<file path="src/rtl/ram_ctrl_pkg.sv">
// Shared width defaults and FSM state encoding for the RAM port arbiter.
package ram_ctrl_pkg;
    localparam int RAM_ADDR_W = 10;
    localparam int RAM_DATA_W = 8;
    localparam int CNT_W      = 4;

    typedef enum logic [1:0] {
        IDLE   = 2'd0,
        ACCESS = 2'd1,
        DONE   = 2'd2
    } state_e;
endpackage

</file>
<file path="src/rtl/rr_arb2.sv">
// Combinational two-way round-robin pick: on a tie the port that did not win last time wins.
module rr_arb2
    import ram_ctrl_pkg::*;
(
    input  logic req0,
    input  logic req1,
    input  logic last_grant,
    output logic valid,
    output logic winner
);
    always_comb begin
        valid  = req0 | req1;
        winner = (req0 & req1) ? ~last_grant : req1;
    end
endmodule

</file>
<file path="src/rtl/ram_port_arbiter.sv">
// Two-port round-robin front end for a single RAM: grants one command at a time,
// holds the RAM strobes for 1+WAIT_STATES cycles and pulses a per-port done.
module ram_port_arbiter
    import ram_ctrl_pkg::*;
#(
    parameter int ADDR_W      = RAM_ADDR_W,
    parameter int DATA_W      = RAM_DATA_W,
    parameter int WAIT_STATES = 0
) (
    input  logic              clk,
    input  logic              rst_n,
    input  logic              req0,
    input  logic              wr0,
    input  logic [ADDR_W-1:0] addr0,
    input  logic [DATA_W-1:0] wdata0,
    output logic              gnt0,
    output logic              done0,
    input  logic              req1,
    input  logic              wr1,
    input  logic [ADDR_W-1:0] addr1,
    input  logic [DATA_W-1:0] wdata1,
    output logic              gnt1,
    output logic              done1,
    output logic [DATA_W-1:0] rdata,
    output logic [ADDR_W-1:0] ram_addr,
    output logic [DATA_W-1:0] ram_din,
    output logic              ram_wr,
    output logic              ram_cs,
    input  logic [DATA_W-1:0] ram_dout
);
    localparam logic [CNT_W-1:0] WAIT_INIT = CNT_W'(WAIT_STATES);

    state_e            state_q, state_d;
    logic [CNT_W-1:0]  cnt_q, cnt_d;
    logic              last_q, last_d;
    logic              gnt0_q, gnt0_d, gnt1_q, gnt1_d;
    logic              done0_q, done0_d, done1_q, done1_d;
    logic              cs_q, cs_d, wr_q, wr_d;
    logic [ADDR_W-1:0] addr_q, addr_d;
    logic [DATA_W-1:0] din_q, din_d;
    logic [DATA_W-1:0] rdata_q, rdata_d;
    logic              arb_valid, arb_winner;

    rr_arb2 u_arb (
        .req0       (req0),
        .req1       (req1),
        .last_grant (last_q),
        .valid      (arb_valid),
        .winner     (arb_winner)
    );

    always_comb begin
        state_d = state_q;
        cnt_d   = cnt_q;
        last_d  = last_q;
        gnt0_d  = gnt0_q;
        gnt1_d  = gnt1_q;
        done0_d = 1'b0;
        done1_d = 1'b0;
        cs_d    = cs_q;
        wr_d    = wr_q;
        addr_d  = addr_q;
        din_d   = din_q;
        rdata_d = rdata_q;
        case (state_q)
            IDLE: begin
                if (arb_valid) begin
                    state_d = ACCESS;
                    cnt_d   = WAIT_INIT;
                    last_d  = arb_winner;
                    gnt0_d  = ~arb_winner;
                    gnt1_d  = arb_winner;
                    cs_d    = 1'b1;
                    wr_d    = arb_winner ? wr1    : wr0;
                    addr_d  = arb_winner ? addr1  : addr0;
                    din_d   = arb_winner ? wdata1 : wdata0;
                end
            end
            ACCESS: begin
                // The owner is recovered from the grant flops when issuing done.
                if (cnt_q == '0) begin
                    if (!wr_q) rdata_d = ram_dout;
                    state_d = DONE;
                    cs_d    = 1'b0;
                    wr_d    = 1'b0;
                    gnt0_d  = 1'b0;
                    gnt1_d  = 1'b0;
                    done0_d = gnt0_q;
                    done1_d = gnt1_q;
                end else begin
                    cnt_d = cnt_q - 1'b1;
                end
            end
            DONE:    state_d = IDLE;
            default: state_d = IDLE;
        endcase
    end

    always_ff @(posedge clk) begin
        if (!rst_n) begin
            state_q <= IDLE;
            cnt_q   <= '0;
            last_q  <= 1'b1;
            gnt0_q  <= 1'b0;
            gnt1_q  <= 1'b0;
            done0_q <= 1'b0;
            done1_q <= 1'b0;
            cs_q    <= 1'b0;
            wr_q    <= 1'b0;
            addr_q  <= '0;
            din_q   <= '0;
            rdata_q <= '0;
        end else begin
            state_q <= state_d;
            cnt_q   <= cnt_d;
            last_q  <= last_d;
            gnt0_q  <= gnt0_d;
            gnt1_q  <= gnt1_d;
            done0_q <= done0_d;
            done1_q <= done1_d;
            cs_q    <= cs_d;
            wr_q    <= wr_d;
            addr_q  <= addr_d;
            din_q   <= din_d;
            rdata_q <= rdata_d;
        end
    end

    assign gnt0     = gnt0_q;
    assign gnt1     = gnt1_q;
    assign done0    = done0_q;
    assign done1    = done1_q;
    assign ram_cs   = cs_q;
    assign ram_wr   = wr_q;
    assign ram_addr = addr_q;
    assign ram_din  = din_q;
    assign rdata    = rdata_q;
endmodule

</file>
<file path="config.mk">
export PLATFORM = sky130hd
export DESIGN_NAME = ram_port_arbiter
export DESIGN_NICKNAME = d
export VERILOG_FILES = /design/src/rtl/ram_ctrl_pkg.sv /design/src/rtl/rr_arb2.sv /design/src/rtl/ram_port_arbiter.sv
export SDC_FILE = /design/constraint.sdc
export NUM_CORES = 1
export LEC_CHECK = 0
export CAP_MARGIN = 20
export CORE_ASPECT_RATIO = 0.75
export CORE_MARGIN = 4
export CORE_UTILIZATION = 43
export DETAILED_ROUTE_END_ITERATION = 10
export PLACE_DENSITY = 0.83
export SLEW_MARGIN = 15
export SYNTH_ARGS = -nofsm -noshare
export SYNTH_HDL_FRONTEND = slang
export SYNTH_HIERARCHICAL = 1
export SYNTH_SLANG_ARGS = --single-unit
</file>
<file path="constraint.sdc">
create_clock -name clk -period 3.1 [get_ports clk]
set_input_delay 0.31 -clock clk [delete_from_list [all_inputs] [get_ports clk]]
set_output_delay 0.31 -clock clk [all_outputs]
set_load 0.05 [all_outputs]
</file>
### Word level (Yosys, flattened, before mapping)

Cells that the tools add are included.
W data, S select, Z words.

| word-level totals | value |
|---|---|
| register bits | 39 |
| input port bits | 50 |
| output and inout port bits | 32 |
| logic and storage cells | 50 |

| operators by class | value |
|---|---|
| $add $sub $neg | 1 |
| equal/unequal tests | 4 |
| mux-type cells | 19 |
| bitwise gates (word level) | 5 |
| reduce and logical (&&, ||, !) cells | 9 |

Operators by type and width:

| operator | number |
|---|---|
| $reduce_and A3 Y1 | 4 |
| $mux W10 | 1 |
| $mux W4 | 2 |
| $mux W8 | 1 |
| $pmux W1 S2 | 4 |
| $pmux W4 S2 | 1 |
| $mux W1 | 7 |
| $ne A2 B2 Y1 const B | 3 |
| $logic_not A4 Y1 | 1 |
| $mux W2 | 2 |
| $pmux W2 S2 | 1 |
| $reduce_and A2 Y1 | 2 |
| $sub A4 B1 Y4 const B | 1 |
| $not A1 Y1 | 3 |
| $eq A2 B1 Y1 const B | 1 |
| $logic_not A2 Y1 | 1 |
| $reduce_bool A2 Y1 | 1 |
| $and A1 B1 Y1 | 1 |
| $or A1 B1 Y1 | 1 |

### Logic depth before layout (Yosys ltp)

Gate-level depths: netlist of the first run.

| logic depth | value |
|---|---|
| word-level depth | 5 |
| gate-level depth with buffers | 5 |

### By module

The synthesis of the first run kept the hierarchy.

By module, submodules not included:

| module | times used | cells an instance | area each (um^2) |
|---|---|---|---|
| ram_port_arbiter | 1 | 177 | 1677.9 |
| rr_arb2 | 1 | 2 | 13.8 |

### Worst setup path before layout of the first run

No wires, ideal clock.

| timing | value |
|---|---|
| path type | reg2reg |
| from | register cnt_q[0] |
| to | register rdata_q[0] (netlist: rdata[0]) |
| arrival time | 1.546 ns |
| slack | 1.482 ns |
| stages on the path, launching flop included | 6 |
| buffers on the path | 0 |
| period minus slack after synthesis | 1.618 ns |
| cell sequence | dfxtp_1 > inv_1 > ha_1 > or3b_4 > nor3_4 > mux2i_1 |

| between the ends | value |
|---|---|
| word-level cells in the longest chain between the ends | 2 |

RTL lines:

| element | RTL line | RTL |
|---|---|---|
| start, declared | ram_port_arbiter.sv:34 | `logic [CNT_W-1:0] cnt_q, cnt_d;` |
| start signal, assigned | ram_port_arbiter.sv:115 | `cnt_q <= cnt_d;` |
| $logic_not A4 Y1 | ram_port_arbiter.sv:81 | `if (cnt_q == '0) begin` |
| $reduce_and A3 Y1 (no source line) | - |  |
| end signal, assigned | ram_port_arbiter.sv:125 | `rdata_q <= rdata_d;` |
| end, declared | ram_port_arbiter.sv:41 | `logic [DATA_W-1:0] rdata_q, rdata_d;` |

No other way between the ends.
A chain may end at the register's enable or synchronous reset.

### Worst setup path after layout of the first run

| timing | value |
|---|---|
| from | register cnt_q[0] |
| to | register rdata_q[1] (netlist: rdata[1]) |

The elaborated chain is that of the path after synthesis.

==> flow_metrics.py, run 1 <==
metrics = {
    "cts": {
        "postCtsSetupBuffers": 0,
        "clock_sinks": 39,
        "cts_buffers": 5,
        "cts_tree": "built",
        "cts_root_buffer": "clkbuf_8",
        "ctsResizeCount": 0,
        "cts.htree.levels": 2,
        "path_clk_slew_ns": 0.07,
        "clock_latency_ns": 0.29,
        "cts_hold_buf": 0,
        "clock_path_buffers": 2,
    },
    "grt": {
        "grt_max_degree": 29,
        "overflow": 0,
        "grt_pass1_vias": 1616,
        "grt_antenna_before_repair": 0,
        "grt_util_all_layers_pct": 18.3,
        "grt_pass1_wl_mm": 7.48,
    },
    "timing": {
        "tightest_slew_ns": 0.775,
        "fin_tns_setup_ns": 0,
        "rsz0062_at_grt": "false",
        "hold_viol_final": 0,
        "finalSetupViolations": 0,
        "relSlewSlack_pct": 47.6,
        "fin_skew_ns": 0.00478,
        "fmax_mhz": 530,
        "timing.final.crit_share_pct": 60.9,
        "maxSlewViolCount": 0,
        "timing.final.crit_period_ns": 1.89,
    },
    "power": {
        "pwr_density_cell_nw_per_um2": 995,
        "comb_power_share_pct": 54.2,
        "switching_share_pct": 44.2,
        "p_sw_mw": 1.18,
        "ir_worst_vdd_mv": 0.492,
        "power_frac_clock_pct": 16.1,
        "p_int_mw": 1.49,
        "power.leakage_nw": 1.03,
        "seq_power_share_pct": 29.7,
    },
    "setup_path": {
        "worst-endpoint-arrival_ns": 2.10,
        "crit_type": "reg -> reg",
        "cp_data_required_time_ns": 3.31,
        "cp_max_fo": 8,
        "endpoint_kind": "register",
        "start_kind": "register",
    },
    "cells_and_area": {
        "multi_input_area_sq_um": 860,
        "diodes": 0,
        "n_fill_cell": 290,
        "drive_above_1_share_pct": 7.63,
        "fin_cells": 314,
        "layout.area.seq_sq_um": 781,
        "areaGrowthSynthToFinish_pct": 58.8,
        "final_area_sq_um": 2690,
        "nNetsFinal": 313,
    },
    "outcome": {
        "status": "finished, final reports clean",
    },
    "place": {
        "place_area_sq_um": 2570,
        "place_hpwl_mm": 3.23,
        "dp_cells": 306,
        "io_buffers": 81,
        "finalWeightedCongestion": 0.770,
    },
    "detailed_routing": {
        "drcViolationCount": 0,
        "vias": 1564,
        "antenna_left": 0,
        "drtPass1Iterations": 4,
        "routed_wl_mm": 4.33,
        "dr.first_iter.drc_count": 92,
        "wire_per_inst_um": 13.8,
        "routed_via_density": 4.98,
    },
    "yosys": {
        "synth_warnings": 6,
        "synth.area.top_cells": "dfxtp_1 (46%), mux2i_1 (16%), a211oi_1 (8.9%)",
        "ys_ff_latch": 39,
        "yosysMostFrequentCell": "dfxtp_1",
        "synthTopCellsByCount": "dfxtp_1 (39), mux2i_1 (27), a211oi_1 (20), nand2_1 (20), nor2_1 (19)",
        "synth_top_area_cell": "dfxtp_1",
        "synth_fp_nets": 231,
        "syn_inst": 179,
        "synth-edff-count": 0,
        "ys_seq_area_share_pct": 46.2,
        "yosysTopAreaCellShare_pct": 46.2,
        "syn_area_per_cell_sq_um": 9.45,
        "synth-main-ff-cell": "dfxtp_1",
        "synth.distinct_cells": 32,
        "syn_area_sq_um": 1690,
        "async_reset_ff_share_pct": 0,
    },
    "floorplan": {
        "core_area_sq_um": 3730,
        "dieArea_sq_um": 5010,
        "die_w_um": 80.4,
        "die_y_um": 62.3,
        "start_util_pct": 45.3,
        "rows": 19,
        "num_io_pins": 82,
    },
    "hold_path": {
        "hp-class": "reg -> reg",
    },
    "flow_run": {
        "drv_cap": 0,
    },
}
## per-layer routing
layer	track usage, %	up-vias	wire, um
met2	30.8	31	2110
met4	3.80	0	27
li1	-	811	-
met3	5.92	2	243
met5	0	-	0
met1	22.9	720	1940
## flip-flops by register name (all words and copies together), names as in the netlist
name,count
ram_addr,10
ram_din,8
rdata,8
cnt_q,4
state_q,2
done0,1
done1,1
gnt0,1
gnt1,1
last_q,1
ram_cs,1
ram_wr,1
## power by group through the flow
stage / Sequential, mW / Clock, mW / Combinational [mW]
6_report: 0.793 / 0.431 / 1.45
3_5_place_dp: 0.801 / 0 / 1.45
4_1_cts: 0.793 / 0.442 / 1.46
5_1_grt: 0.818 / 0.466 / 1.56
3_3_place_gp: 0.795 / 0 / 1.43
2_1_floorplan: 1.24 / 0 / 0.554
## kinds of logic (layout without fill, tap and decap cells)
kind of cell             after synthesis  count (layout)  synth area share [%]
multiplexers                          27              27                  16.0
AO/OA/AOI/OAI                         35              35                  14.4
adder cells (fa/ha/maj)                2               2                  1.48
AND/OR/NAND/NOR                       61              61                  18.4
flip-flops                            39              39                  46.2
buffers and inverters                 15              98                  3.55
## cells in the final DEF, fill, tap and decap left out
| cell type | synthesis | final |
|---|---|---|
| a21boi_2 | 0 | 1 |
| buf_4 | 0 | 5 |
| nand2_1 | 20 | 20 |
| a21oi_1 | 5 | 5 |
| o32ai_1 | 1 | 1 |
| o21bai_1 | 1 | 1 |
| a2bb2oi_1 | 1 | 1 |
| and3_1 | 2 | 2 |
| bufinv_16 | 0 | 1 |
| or3b_4 | 1 | 1 |
| o21ai_0 | 3 | 3 |
| dfxtp_1 | 39 | 39 |
| inv_2 | 1 | 1 |
| a31oi_1 | 1 | 1 |
| clkinv_2 | 0 | 1 |
| nor3b_2 | 0 | 1 |
| ha_1 | 2 | 2 |
| or3b_2 | 1 | 1 |
| or4_1 | 3 | 3 |
| o211ai_1 | 1 | 1 |
| o31ai_1 | 1 | 1 |
| or2_1 | 1 | 1 |
| or4bb_2 | 1 | 1 |
| nor3_4 | 1 | 1 |
| or3_1 | 2 | 2 |
| nand2b_1 | 2 | 2 |
| clkdlybuf4s50_1 | 0 | 81 |
| nor3_1 | 2 | 2 |
| nand3_1 | 3 | 3 |
| a211oi_1 | 20 | 20 |
| nor4bb_1 | 1 | 1 |
| nor2_1 | 19 | 19 |
| mux2i_1 | 27 | 27 |
| inv_1 | 3 | 3 |
| clkbuf_8 | 0 | 6 |
| nor3b_1 | 2 | 1 |
## critical path, stage by stage, from the launching register on
cell and delay [ns]:
dfxtp_1 0.34, inv_1 0.08, ha_1 0.20, or3b_4 0.43, nor3_4 0.50, mux2i_1 0.26
## stage by stage
stage          worst slack, ns  util [%]  hold WS (ns)  power (mW)
3_5_place_dp              1.13      68.8         0.451        2.25
3_3_place_gp              1.21      68.8         0.442        2.22
5_1_grt                   1.08      72.0         0.495        2.84
4_1_cts                   1.20      72.0         0.464        2.70
2_1_floorplan             1.48         -         0.441        1.79
6_report                  1.21      72.0         0.458        2.67
## final timing paths
check | from | slack, ns | cells after the start | endpoint
worst max-delay path | cnt_q[0] | 1.21 | 5 | rdata[1]
worst min-delay path | rdata[6] | 0.46 | 2 | rdata[6]
worst max register to register | cnt_q[0] | 1.21 | 5 | rdata[1]
worst min register to register | rdata[6] | 0.46 | 2 | rdata[6]
## cell type report
| cell class | instances | area share [%] |
|---|---|---|
| sequential | 39 | 29.1 |
| inverter | 4 | 0.559 |
| clock inverter | 2 | 1.30 |
| clock buffer | 6 | 3.07 |
| timing repair buffer | 86 | 31.6 |
| multi-input combinational | 125 | 32.0 |
| tap | 52 | 2.42 |
Note: power is estimated with default switching activity, not from simulation.
==> inputs of run 2 (changes only) <==
--- a/config.mk
+++ b/config.mk
@@ -8,9 +8,9 @@
 export CAP_MARGIN = 20
 export CORE_ASPECT_RATIO = 0.75
 export CORE_MARGIN = 4
-export CORE_UTILIZATION = 43
+export CORE_UTILIZATION = 40
 export DETAILED_ROUTE_END_ITERATION = 10
-export PLACE_DENSITY = 0.83
+export PLACE_DENSITY = 0.78
 export SLEW_MARGIN = 15
 export SYNTH_ARGS = -nofsm -noshare
 export SYNTH_HDL_FRONTEND = slang
==> constraint.sdc (replaced) <==
create_clock -name clk -period 1.8 [get_ports clk]
set_input_delay 0.18 -clock clk [delete_from_list [all_inputs] [get_ports clk]]
set_output_delay 0.18 -clock clk [all_outputs]
set_load 0.05 [all_outputs]
==> flow_metrics.py, run 2 (synthesis results as in run 1) <==
metrics = {
    "outcome": {
        "status": "finished, final reports clean",
    },
    "timing": {
        "relSlewSlack_pct": 65.5,
        "maxSlewViolCount": 0,
        "hold_viol_final": 0,
        "fin_tns_setup_ns": 0,
        "rsz0062_at_grt": "false",
        "timing.final.crit_period_ns": 1.71,
        "fmax_mhz": 585,
        "timing.final.ws_setup_ns": 0.0898,
        "tightest_slew_ns": 0.516,
        "finalSetupViolations": 0,
        "timing.final.crit_share_pct": 95.0,
        "fin_skew_ns": 0.00655,
    },
    "cts": {
        "cts_hold_buf": 0,
        "cts_buffers": 5,
        "cts_tree": "built",
        "cts.htree.levels": 2,
        "clock_path_buffers": 2,
        "clock_sinks": 39,
        "ctsResizeCount": 0,
        "clock_latency_ns": 0.28,
        "cts_root_buffer": "clkbuf_8",
        "postCtsSetupBuffers": 0,
        "path_clk_slew_ns": 0.08,
    },
    "cells_and_area": {
        "nNetsFinal": 312,
        "mostFrequentLayoutCells": "clkdlybuf4s50_1 (81), dfxtp_1 (39), mux2i_1 (27), a211oi_1 (20), nand2_1 (20)",
        "final_common_cell": "clkdlybuf4s50_1",
        "drive_above_1_share_pct": 7.66,
        "largest_register_ffs": 10,
        "areaGrowthSynthToFinish_pct": 59.2,
        "diodes": 0,
    },
    "floorplan": {
        "die_w_um": 83.1,
        "start_util_pct": 41.7,
        "dieArea_sq_um": 5340,
        "rows": 20,
        "die_y_um": 64.3,
        "num_io_pins": 82,
        "core_area_sq_um": 4050,
    },
    "place": {
        "io_buffers": 81,
        "finalWeightedCongestion": 0.798,
        "place_ws_ns": -0.00612,
        "place_hpwl_mm": 2.99,
    },
    "power": {
        "power.leakage_nw": 1.03,
        "pwr_density_cell_nw_per_um2": 1670,
        "ir_worst_vdd_mv": 0.757,
    },
    "hold_path": {
        "hp-class": "in -> reg",
    },
    "grt": {
        "overflow": 0,
        "grt_max_degree": 40,
        "grt_pass1_wl_mm": 6.58,
        "grt_util_all_layers_pct": 15.0,
        "grt_antenna_before_repair": 0,
        "grt_pass1_vias": 1488,
    },
    "detailed_routing": {
        "vias": 1529,
        "drcViolationCount": 0,
        "dr.first_iter.drc_count": 77,
        "wire_per_inst_um": 12.5,
        "routed_wl_mm": 3.94,
        "drtPass1Iterations": 4,
        "antenna_left": 0,
        "routed_via_density": 4.84,
    },
    "setup_path": {
        "cp_data_required_time_ns": 1.95,
        "start_kind": "register",
        "crit_type": "reg -> reg",
        "cp_max_fo": 4,
        "worst-endpoint-arrival_ns": 1.86,
        "endpoint_kind": "register",
    },
    "flow_run": {
        "drv_cap": 0,
    },
}
run 2: metrics by stage:
step / utilization [%] / hold slack [ns] / std cells / power, mW / cell area, sq um
finish: 66.4 / 0.443 / 316 / 4.50 / 2690
floorplan: - / 0.322 / 179 / 3.09 / 1690
global placement: 64.2 / 0.442 / 308 / 3.93 / 2600
detailed placement: 64.2 / 0.453 / 308 / 3.96 / 2600
global route: 66.4 / 0.445 / 316 / 4.78 / 2690
CTS: 66.3 / 0.433 / 316 / 4.52 / 2690
run 2: final cells by class:
cell class,count,area (sq um)
Timing Repair Buffer,85,878
Clock buffer,5,68.8
Fill cell,364,1360
Tap cell,55,68.8
Sequential cell,39,781
Inverter,4,15.0
Clock inverter,3,15.0
Multi-Input combinational cell,125,866
run 2: final timing paths:
path	startpoint	to	slack [ns]	depth (start not counted)
hold / removal	ram_dout[0]	rdata[0]	0.44	3
setup reg to reg	cnt_q[0]	ram_wr	0.09	5
hold reg to reg	rdata[5]	rdata[5]	0.46	2
setup / recovery	cnt_q[0]	ram_wr	0.09	5
run 2: critical path: stages (launching register included):
cell	delay, ns
dfxtp_1	0.34
inv_1	0.08
ha_1	0.20
or4bb_2	0.65
a21oi_1	0.22
o32ai_1	0.09
run 2: where the power goes:
| group | switching [mW] | internal (mW) |
|---|---|---|
| registers | 0.212 | 1.16 |
| logic | 1.53 | 1.04 |
| clock network | 0.285 | 0.265 |
run 2: per-layer routing:
metal / global-route usage [%] / wire length (um) / vias to the layer above / part of all wire (%)
met5: 0 / 0 / - / 0
met4: 3.06 / 0 / 0 / 0
met3: 6.96 / 347 / 0 / 8.8
met2: 26.2 / 1820 / 51 / 46
met1: 16.8 / 1770 / 676 / 45
li1: - / - / 802 / -
==> inputs of run 3 (changes only) <==
--- a/config.mk
+++ b/config.mk
@@ -5,7 +5,6 @@
 export SDC_FILE = /design/constraint.sdc
 export NUM_CORES = 1
 export LEC_CHECK = 0
-export CAP_MARGIN = 20
 export CORE_ASPECT_RATIO = 0.75
 export CORE_MARGIN = 4
 export CORE_UTILIZATION = 40
==> results of run 3 <==
The final DEF is identical to that of run 2; final timing and power are the same.
